$ cat config.mk
export PLATFORM = sky130hd
export DESIGN_NAME = avalon_st_pkt_gen_flat
export DESIGN_NICKNAME = d
export VERILOG_FILES = /design/src/rtl/avalon_st_pkt_gen_pkg.sv /design/src/rtl/avalon_st_pkt_gen_if.sv /design/src/rtl/avalon_st_pkt_gen_pattern.sv /design/src/rtl/avalon_st_pkt_gen.sv /design/src/flat_wrapper.sv
export SDC_FILE = /design/constraint.sdc
export NUM_CORES = 1
export LEC_CHECK = 0
export CAP_MARGIN = 20
export CORE_UTILIZATION = 47
export DETAILED_ROUTE_END_ITERATION = 10
export GPL_ROUTABILITY_DRIVEN = 1
export PLACE_DENSITY_LB_ADDON = 0.1
export REMOVE_ABC_BUFFERS = 1
export SLEW_MARGIN = 20
export SYNTH_ARGS = -nofsm -noshare
export SYNTH_HDL_FRONTEND = slang
export SYNTH_SLANG_ARGS = --single-unit
$ cat constraint.sdc
create_clock -name clk -period 3.5 [get_ports clk]
set_input_delay 0.7 -clock clk [delete_from_list [all_inputs] [get_ports clk]]
set_output_delay 0.7 -clock clk [all_outputs]
set_load 0.005 [all_outputs]
$ cat src/rtl/avalon_st_pkt_gen_pkg.sv
// Shared types and length/empty arithmetic for the Avalon-ST packet generator.
package avalon_pkt_gen_pkg;

    localparam int LEN_WIDTH_DEFAULT = 16;

    typedef enum logic [0:0] {
        IDLE = 1'b0,
        SEND = 1'b1
    } state_t;

    function automatic int unsigned beats_from_len(input int unsigned len, input int unsigned dw);
        return (len + dw - 1) / dw;
    endfunction

    // Unused symbols on the last beat of a packet of len bytes.
    function automatic int unsigned empty_from_len(input int unsigned len, input int unsigned dw);
        return beats_from_len(len, dw) * dw - len;
    endfunction

endpackage

$ cat src/rtl/avalon_st_pkt_gen_if.sv
// Avalon-ST streaming interface: data/valid/ready with packet framing and empty.
interface avalon_st_if #(
    parameter int DATA_WIDTH_IN_BYTES = 16
) ();
    localparam int EW = $clog2(DATA_WIDTH_IN_BYTES);

    logic [8*DATA_WIDTH_IN_BYTES-1:0] data;
    logic                             valid;
    logic                             ready;
    logic                             sop;
    logic                             eop;
    logic [EW-1:0]                    empty;

    modport master (output data, output valid, output sop, output eop, output empty, input ready);
    modport slave  (input data, input valid, input sop, input eop, input empty, output ready);
endinterface

$ cat src/rtl/avalon_st_pkt_gen_pattern.sv
// Beat builder: fills the leading valid_bytes symbols (MSB first) from seed, zeroes the rest.
// AVALON_PKT_GEN_INCR_PATTERN_EN selects an incrementing byte pattern instead of a constant fill.
module avalon_pkt_gen_pattern #(
    parameter int DATA_WIDTH_IN_BYTES = 16
) (
    input  logic [7:0]                            seed,
    input  logic [$clog2(DATA_WIDTH_IN_BYTES):0]  valid_bytes,
    output logic [8*DATA_WIDTH_IN_BYTES-1:0]      data
);
    localparam int DW = DATA_WIDTH_IN_BYTES;
    localparam int CW = $clog2(DW) + 1;

    always_comb begin
        data = '0;
        for (int i = 0; i < DW; i++) begin
            if (CW'(i) < valid_bytes) begin
`ifdef AVALON_PKT_GEN_INCR_PATTERN_EN
                data[8*(DW-1-i) +: 8] = seed + 8'(i);
`else
                data[8*(DW-1-i) +: 8] = seed;
`endif
            end
        end
    end

endmodule

$ cat src/rtl/avalon_st_pkt_gen.sv
// Avalon-ST packet transmitter: one command in, one framed packet out.
// AVALON_PKT_GEN_INCR_PATTERN_EN switches the payload to an incrementing byte pattern.
module avalon_st_pkt_gen
    import avalon_pkt_gen_pkg::*;
#(
    parameter int DATA_WIDTH_IN_BYTES = 16,
    parameter int LEN_WIDTH           = LEN_WIDTH_DEFAULT
) (
    input  logic                 clk,
    input  logic                 rst,
    input  logic                 cmd_valid,
    output logic                 cmd_ready,
    input  logic [LEN_WIDTH-1:0] cmd_len_bytes,
    input  logic [7:0]           cmd_fill_byte,
    avalon_st_if.master          generated_msg,
    output logic                 busy,
    output logic                 zero_len_error,
    output logic [15:0]          pkt_count
);
    localparam int DW = DATA_WIDTH_IN_BYTES;
    localparam int CW = $clog2(DW) + 1;
    localparam int EW = $clog2(DW);

    state_t               state;
    logic [LEN_WIDTH-1:0] beats_rem;
    logic [LEN_WIDTH-1:0] bytes_rem;
    logic [7:0]           seed_q;
    logic [15:0]          pkt_count_q;
    logic                 zle_q;

    logic [LEN_WIDTH-1:0] beats_cmd;
    logic [CW-1:0]        first_bytes;
    logic [CW-1:0]        next_bytes;
    logic                 next_eop;
    logic [7:0]           pat_seed;
    logic [CW-1:0]        pat_count;
    logic [8*DW-1:0]      pat_data;

    assign cmd_ready      = (state == IDLE);
    assign busy           = (state == SEND);
    assign zero_len_error = zle_q;
    assign pkt_count      = pkt_count_q;

    // beats_rem / bytes_rem count what is still to go after the beat currently on the bus
    assign beats_cmd   = LEN_WIDTH'(beats_from_len(32'(cmd_len_bytes), DW));
    assign first_bytes = (cmd_len_bytes >= LEN_WIDTH'(DW)) ? CW'(DW) : CW'(cmd_len_bytes);
    assign next_bytes  = (bytes_rem >= LEN_WIDTH'(DW)) ? CW'(DW) : CW'(bytes_rem);
    assign next_eop    = (beats_rem == LEN_WIDTH'(1));

    assign pat_seed  = (state == IDLE) ? cmd_fill_byte : seed_q;
    assign pat_count = (state == IDLE) ? first_bytes : next_bytes;

    avalon_pkt_gen_pattern #(
        .DATA_WIDTH_IN_BYTES(DW)
    ) u_pattern (
        .seed       (pat_seed),
        .valid_bytes(pat_count),
        .data       (pat_data)
    );

    always_ff @(posedge clk) begin
        if (!rst) begin
            state                <= IDLE;
            generated_msg.valid  <= 1'b0;
            generated_msg.sop    <= 1'b0;
            generated_msg.eop    <= 1'b0;
            generated_msg.empty  <= '0;
            generated_msg.data   <= '0;
            beats_rem            <= '0;
            bytes_rem            <= '0;
            seed_q               <= '0;
            pkt_count_q          <= '0;
            zle_q                <= 1'b0;
        end else begin
            zle_q <= 1'b0;
            case (state)
                IDLE: begin
                    if (cmd_valid) begin
                        if (cmd_len_bytes == '0) begin
                            zle_q <= 1'b1;
                        end else begin
                            state               <= SEND;
                            generated_msg.valid <= 1'b1;
                            generated_msg.sop   <= 1'b1;
                            generated_msg.eop   <= (beats_cmd == LEN_WIDTH'(1));
                            generated_msg.empty <= (beats_cmd == LEN_WIDTH'(1)) ?
                                                   EW'(empty_from_len(32'(cmd_len_bytes), DW)) : '0;
                            generated_msg.data  <= pat_data;
                            beats_rem           <= beats_cmd - LEN_WIDTH'(1);
                            bytes_rem           <= cmd_len_bytes - LEN_WIDTH'(first_bytes);
`ifdef AVALON_PKT_GEN_INCR_PATTERN_EN
                            seed_q              <= cmd_fill_byte + 8'(DW);
`else
                            seed_q              <= cmd_fill_byte;
`endif
                        end
                    end
                end
                SEND: begin
                    if (generated_msg.ready) begin
                        if (generated_msg.eop) begin
                            state               <= IDLE;
                            generated_msg.valid <= 1'b0;
                            generated_msg.sop   <= 1'b0;
                            generated_msg.eop   <= 1'b0;
                            generated_msg.empty <= '0;
                            generated_msg.data  <= '0;
                            pkt_count_q         <= pkt_count_q + 16'd1;
                        end else begin
                            generated_msg.sop   <= 1'b0;
                            generated_msg.eop   <= next_eop;
                            generated_msg.empty <= next_eop ?
                                                   EW'(empty_from_len(32'(bytes_rem), DW)) : '0;
                            generated_msg.data  <= pat_data;
                            beats_rem           <= beats_rem - LEN_WIDTH'(1);
                            bytes_rem           <= bytes_rem - LEN_WIDTH'(next_bytes);
`ifdef AVALON_PKT_GEN_INCR_PATTERN_EN
                            seed_q              <= seed_q + 8'(DW);
`endif
                        end
                    end
                end
                default: state <= IDLE;
            endcase
        end
    end

endmodule

$ cat src/flat_wrapper.sv
// flat-port wrapper written by rule: the top's interface ports become plain ports
module avalon_st_pkt_gen_flat import avalon_pkt_gen_pkg::*;
#(
    parameter int DATA_WIDTH_IN_BYTES = 16,
    parameter int LEN_WIDTH           = LEN_WIDTH_DEFAULT
)
  (clk, rst, cmd_valid, cmd_ready, cmd_len_bytes, cmd_fill_byte, busy, zero_len_error, pkt_count, generated_msg_data, generated_msg_valid, generated_msg_sop, generated_msg_eop, generated_msg_empty, generated_msg_ready);
  avalon_st_if #(.DATA_WIDTH_IN_BYTES(DATA_WIDTH_IN_BYTES)) generated_msg_i ();
  input  logic clk;
  input  logic rst;
  input  logic cmd_valid;
  output logic cmd_ready;
  input  logic [LEN_WIDTH-1:0] cmd_len_bytes;
  input  logic [7:0] cmd_fill_byte;
  output logic busy;
  output logic zero_len_error;
  output logic [15:0] pkt_count;
  output wire logic [$bits(generated_msg_i.data)-1:0] generated_msg_data;
  output wire logic [$bits(generated_msg_i.valid)-1:0] generated_msg_valid;
  output wire logic [$bits(generated_msg_i.sop)-1:0] generated_msg_sop;
  output wire logic [$bits(generated_msg_i.eop)-1:0] generated_msg_eop;
  output wire logic [$bits(generated_msg_i.empty)-1:0] generated_msg_empty;
  input wire logic [$bits(generated_msg_i.ready)-1:0] generated_msg_ready;
  assign generated_msg_data = generated_msg_i.data;
  assign generated_msg_valid = generated_msg_i.valid;
  assign generated_msg_sop = generated_msg_i.sop;
  assign generated_msg_eop = generated_msg_i.eop;
  assign generated_msg_empty = generated_msg_i.empty;
  assign generated_msg_i.ready = generated_msg_ready;
  avalon_st_pkt_gen #(.DATA_WIDTH_IN_BYTES(DATA_WIDTH_IN_BYTES), .LEN_WIDTH(LEN_WIDTH)) u_core (.clk(clk), .rst(rst), .cmd_valid(cmd_valid), .cmd_ready(cmd_ready), .cmd_len_bytes(cmd_len_bytes), .cmd_fill_byte(cmd_fill_byte), .generated_msg(generated_msg_i), .busy(busy), .zero_len_error(zero_len_error), .pkt_count(pkt_count));
endmodule
Word-level counts from Yosys, hierarchy flattened
Cells that the tools add are included.
{"block": "totals", "n_memories": 0, "ff_bits": 193, "mem_bits_rw": 0, "latch_bits": 0, "input_bits": 28, "word_cells": 116, "romBits": 0}
{"block": "classes", "n_div": 0, "mul": 0, "muxes": 60, "n_eq_ne": 7, "reduce_logical": 7, "order_cmp": 18, "n_addsub": 9, "n_bitwise": 4, "shifts": 0}
{"operator": "128-bit 2-to-1 mux", "n": 4}
{"operator": "128-bit one-hot mux with 2 select lines", "n": 1}
{"operator": "8-bit 2-to-1 mux", "n": 17}
{"operator": "16-bit 2-to-1 mux", "n": 8}
{"operator": "16-bit one-hot mux with 2 select lines", "n": 2}
{"operator": "4-bit by 5-bit less-than comparator with 1-bit output, first input constant", "n": 8}
{"operator": "16-bit by 1-bit == test with 1-bit output, second input constant", "n": 2}
{"operator": "16-bit by 5-bit greater-or-equal comparator with 1-bit output, second input constant", "n": 2}
{"operator": "16-bit by 1-bit subtractor with 16-bit output, second input constant", "n": 2}
{"operator": "16-bit by 5-bit subtractor with 16-bit output", "n": 2}
{"operator": "4-bit 2-to-1 mux", "n": 6}
{"operator": "3-bit by 5-bit less-than comparator with 1-bit output, first input constant", "n": 4}
{"operator": "17-bit by 1-bit subtractor with 18-bit output, second input constant", "n": 1}
{"operator": "16-bit by 5-bit adder with 17-bit output, second input constant", "n": 1}
{"operator": "16-bit by 1-bit adder with 16-bit output, second input constant", "n": 1}
{"operator": "16-bit zero test", "n": 1}
{"operator": "5-bit 2-to-1 mux", "n": 3}
{"operator": "1-bit 2-to-1 mux", "n": 14}
{"operator": "1-bit by 5-bit less-than comparator with 1-bit output, first input constant", "n": 2}
{"operator": "2-bit by 5-bit less-than comparator with 1-bit output, first input constant", "n": 2}
{"operator": "3-bit AND reduction", "n": 3}
{"operator": "2-bit inequality test, second input constant", "n": 4}
{"operator": "1-bit one-hot mux with 2 select lines", "n": 4}
{"operator": "4-bit one-hot mux with 2 select lines", "n": 1}
{"operator": "5 further kinds", "n": 10}

Depth between registers and ports, before layout
{"block": "logic_depth", "word_depth": 8, "depth_mapped": 13, "ltp_nobuf": 12}

Modules after synthesis
From an unflattened synthesis, not the netlist that was laid out.
{"block": "unflattened", "cells_unflattened": 1391, "hier_area_um2": 11009.3}
{"mod": "avalon_st_pkt_gen", "area_per_inst_um2": 9826.9, "cells_each": 1221, "n_inst": 1, "seq_area_each_um2": 3863.7}
{"mod": "avalon_pkt_gen_pattern", "area_per_inst_um2": 1182.4, "cells_each": 170, "n_inst": 1, "seq_area_each_um2": 0.0}

Worst setup path before layout
No wires, ideal clock.
{"block": "synth_timing", "path_kind": "input to register", "start": "in cmd_len_bytes[1]", "end": "reg u_core.beats_rem[6]", "arrival_ps": 3297, "cell_stages": 12, "n_path_buf": 2, "setup_ps": 125, "slack_ps": 78, "cell_sequence": "clkbuf_1 -> inv_1 -> ha_1 -> or3b_2 -> clkbuf_1 -> nand2_1 -> nor4b_1 -> o21ai_1 -> or4_1 -> and3_1 -> o21ai_0 -> a31oi_1"}
{"block": "synth_between", "elab_chain_len": 6, "elab_cells_between_ends": 9}
{"element": "start: declaration", "line_no": "flat_wrapper.sv:13", "source": "input logic [LEN_WIDTH-1:0] cmd_len_bytes;"}
{"element": "16-bit by 5-bit adder with 17-bit output"}
{"element": "17-bit by 1-bit subtractor with 18-bit output"}
{"element": "16-bit by 1-bit subtractor with 16-bit output", "line_no": "avalon_st_pkt_gen.sv:89", "source": "beats_rem <= beats_cmd - LEN_WIDTH'(1);"}
{"element": "16-bit 2-to-1 mux", "line_no": "avalon_st_pkt_gen.sv:79", "source": "if (cmd_len_bytes == '0) begin"}
{"element": "16-bit 2-to-1 mux", "line_no": "avalon_st_pkt_gen.sv:78", "source": "if (cmd_valid) begin"}
{"element": "16-bit one-hot mux with 2 select lines", "line_no": "avalon_st_pkt_gen.sv:76", "source": "case (state)"}
{"element": "end signal: assignment", "line_no": "avalon_st_pkt_gen.sv:89"}
{"element": "end signal: assignment", "line_no": "avalon_st_pkt_gen.sv:115", "source": "beats_rem <= beats_rem - LEN_WIDTH'(1);"}
{"element": "end: declaration", "line_no": "avalon_st_pkt_gen.sv:25", "source": "logic [LEN_WIDTH-1:0] beats_rem;"}
Several ways; a longest one is shown, not always the timed one. The select of a mux whose other input is x is not followed.
A chain may end at the register's enable or synchronous reset.

Worst setup path in the final report
{"block": "layout_timing", "start": "in cmd_len_bytes[1]", "end": "reg u_core.beats_rem[10]"}
Same word-level chain as after synthesis.

==> results.cfg <==
[synthesis]
async_flop_share_pct = 0
synthCells = 1059
synth_seq_cells = 193
synth_compound_area_share_pct = 23.2
synth-simple-area-share_pct = 22.9
synth_area_leader_cell = dfxtp_1
synth_adder_area_share_pct = 1.38
ys.flop_type = dfxtp_1
syn_area_per_cell_um2 = 8.55
synth_xor_area_share_pct = 4.54
synth-edff-count = 0
synth_top_area_share_pct = 42.7
ys_seq_area_share_pct = 42.7
synth_top_family_by_area = compound AO/OA/AOI/OAI gates
synth_warnings = 0
ys_types = 68
syn_area_um2 = 9060
muxShareOfSynthArea_pct = 0.898
synth.area.top_cells = dfxtp_1, a22oi_1, nor2_1, nand2_1, a21oi_1

[power_and_ir_drop]
clkPwrFrac_pct = 34.1
cellLeakagePower_uw = 0.00453
switching_share_pct = 30.7
peakVddDrop_v = 0.000421
netSwitchingPower_uw = 1740
p_total_uw = 5670
pwr_density_cell_nw_per_um2 = 468
combPwrFrac_pct = 22.1
p_int_uw = 3930
power_frac_seq_pct = 43.9

[timing]
tightest_slew_ns = 1.00
finClkSkew_ns = 0.0160
drv_slew = 0
rsz0062_at_grt = false
setup_violations = 0
finalHoldViolations = 0
fin_crit_ns = 3.25
setup_slack_ns = 0.253
timing.final.crit_share_pct = 92.8
slew_headroom_pct = 33.0
holdWs_ns = 0.451
max_freq_mhz = 308

[route]
vias = 8642
via_per_inst = 5.74
first_pass_iters = 6
drtAntennaViolNets = 0
wl_mm = 27.5
drt-initial-drc-count = 698
drc_errors = 0
wl_per_cell_um = 18.3

[floorplanning]
die_height_um = 141
die_w_um = 141
initial_core_util_pct = 48.3
ios = 182
fp-row-count = 50
dieArea_um2 = 19800
core_um2 = 18800

[placed_design]
place_ws_ns = -0.145
hpwlAfterDp_mm = 19.4
place.gp.congestion = 0.907
io_buffers = 181

[global_routing]
grt_pass1_vias = 8121
grt_max_degree = 108
antenna_found_initial = 0
track_usage_pct = 28.3
grt_overflow_total = 0
grt_pass1_wl_mm = 44.2

[critical_path]
worstRegToRegCells = 7
crit_fanout = 4
rr_startpoint = u_core.bytes_rem[5]
worstReg2RegEnd = u_core.generated_msg.data[125]
crit_arrival_ns = 3.58
worstPathRequired_ns = 3.83
crit_type = input port to flip-flop
rrSetupSlack_ns = 0.34
cp-start-kind = input port
critPathCaptureType = flip-flop

[layout]
multi_input_area_um2 = 4810
area_growth_pct = 33.8
final_net_count = 1296
seq_area_um2 = 3860
antennaDiodeCount = 0
post_route_cells_drive_above_1_share_pct = 11.5
fill_cells = 1612
final_core_util_pct = 64.6

[clocking]
clock_sinks = 193
clock_tree.root_cell = clkbuf_16
cts.htree.levels = 4
clock_tree.buffer_depth = 2
post-cts-setup-buffers = 0
clk_pin_slew_worst_paths_ns = 0.08
post_cts_resized = 0
cts_buffers = 17
cts_hold_buf = 0
worstSkewPairLatency_ns = 0.44
cts_tree = built

[worst_hold_path]
worstHoldPathType = flip-flop to flip-flop
hold_depth = 2
min_to = u_core.seed_q[5]
hp-start = u_core.seed_q[5]

[run]
maxCapViolCount = 0

[outcome]
status = completed
cell usage after synthesis (15+ instances only):
master    count
xnor2_1      26
nor2_1      112
a22oi_1      87
o21ai_0      41
nand2_1      90
a22o_1       21
clkbuf_1     66
a32o_1       16
nor3b_1      15
dfxtp_1     193
nor2b_1      51
nand3_1      16
nor3_1       24
a21oi_1      67
and2_1       17
xor2_1       21
registers in the layout, indices dropped and copies added, names as in the netlist:
signal and count:
u_core.bytes_rem 16, u_core.zero_len_error 1, u_core.generated_msg.empty 4, u_core.beats_rem 16, u_core.generated_msg.valid 1, u_core.generated_msg.eop 1
u_core.generated_msg.data 128, u_core.generated_msg.sop 1, u_core.busy 1, u_core.pkt_count 16, u_core.seed_q 8
logic make-up (layout without fill, tap and decap cells):
| group | Yosys count | in the layout |
|---|---|---|
| adder cells (fa/ha/maj) | 10 | 10 |
| AND/OR/NAND/NOR | 400 | 400 |
| other | 1 | 2 |
| XOR/XNOR | 47 | 47 |
| AO/OA/AOI/OAI | 300 | 300 |
| flip-flops | 193 | 193 |
| multiplexers | 8 | 8 |
| buffers and inverters | 100 | 311 |
cells in the final DEF (no fill, tap or decap), types with 7 or more instances in the layout:
cell type,count
dfxtp_1,192
clkdlybuf4s50_1,180
nor2_1,112
nand2_1,90
a22oi_1,87
buf_4,78
a21oi_1,66
nor2b_1,51
o21ai_0,41
xnor2_1,26
nor3_1,24
xor2_1,21
a22o_1,21
and2_1,17
clkbuf_16,17
nand3_1,16
a32o_1,16
nor3b_1,15
inv_1,13
nor4_1,11
or3_1,10
ha_1,10
nand4_1,9
and3_1,9
a31oi_1,8
mux2i_1,7
layer usage:
layer / wire length [um] / GRT usage, % / up-vias
li1: - / - / 4222
met1: 12700 / 38.2 / 4103
met2: 12400 / 44.3 / 285
met3: 2040 / 7.40 / 32
met4: 386 / 8.01 / 0
met5: 0 / 0 / -
per-stage QoR:
stage,cell area [um^2],cells,setup TNS (ns)
final,12100,1505,0
after detailed placement,11500,1473,-0.312
after floorplan,8710,974,-453.68
after global placement,11500,1473,-0.160
after global routing,12100,1505,0
after CTS,12100,1505,0
worst max path at each step:
stage | start | end | slack (ns) | cells past startpoint
final | cmd_len_bytes[1] | u_core.beats_rem[10] | 0.25 | 11
after global placement | cmd_len_bytes[1] | u_core.beats_rem[6] | -0.08 | 12
after floorplan | u_core.busy | u_core.generated_msg.data[22] | -4.48 | 7
after global routing | cmd_len_bytes[1] | u_core.beats_rem[6] | 0.13 | 12
after detailed placement | cmd_len_bytes[1] | u_core.beats_rem[10] | -0.14 | 11
after CTS | cmd_len_bytes[1] | u_core.beats_rem[10] | 0.30 | 11
area by class of cell:
| cell class | count | share of cell area [%] |
|---|---|---|
| Sequential cell | 193 | 31.9 |
| Timing Repair Buffer | 265 | 20.7 |
| Tap cell | 234 | 2.42 |
| Clock buffer | 18 | 3.54 |
| Clock inverter | 14 | 1.33 |
| Inverter | 14 | 0.434 |
| Multi-Input combinational cell | 767 | 39.7 |
power by group through the flow:
stage / registers (uW) / logic, uW / clock network (uW)
2_1_floorplan: 2530 / 581 / 0
3_3_place_gp: 2530 / 1230 / 0
3_5_place_dp: 2530 / 1240 / 0
4_1_cts: 2490 / 1250 / 1970
5_1_grt: 2510 / 1370 / 2050
6_report: 2490 / 1250 / 1930
critical path: stages:
cell and delay, ns:
clkdlybuf4s50_1 0.48, inv_1 0.11, ha_1 0.20, or3b_2 0.51, xor2_1 0.19, inv_1 0.09, ha_1 0.20, o21ai_1 0.21
and4b_1 0.30, a221o_1 0.34, o221a_2 0.24
(Power assumes the default switching activity.)
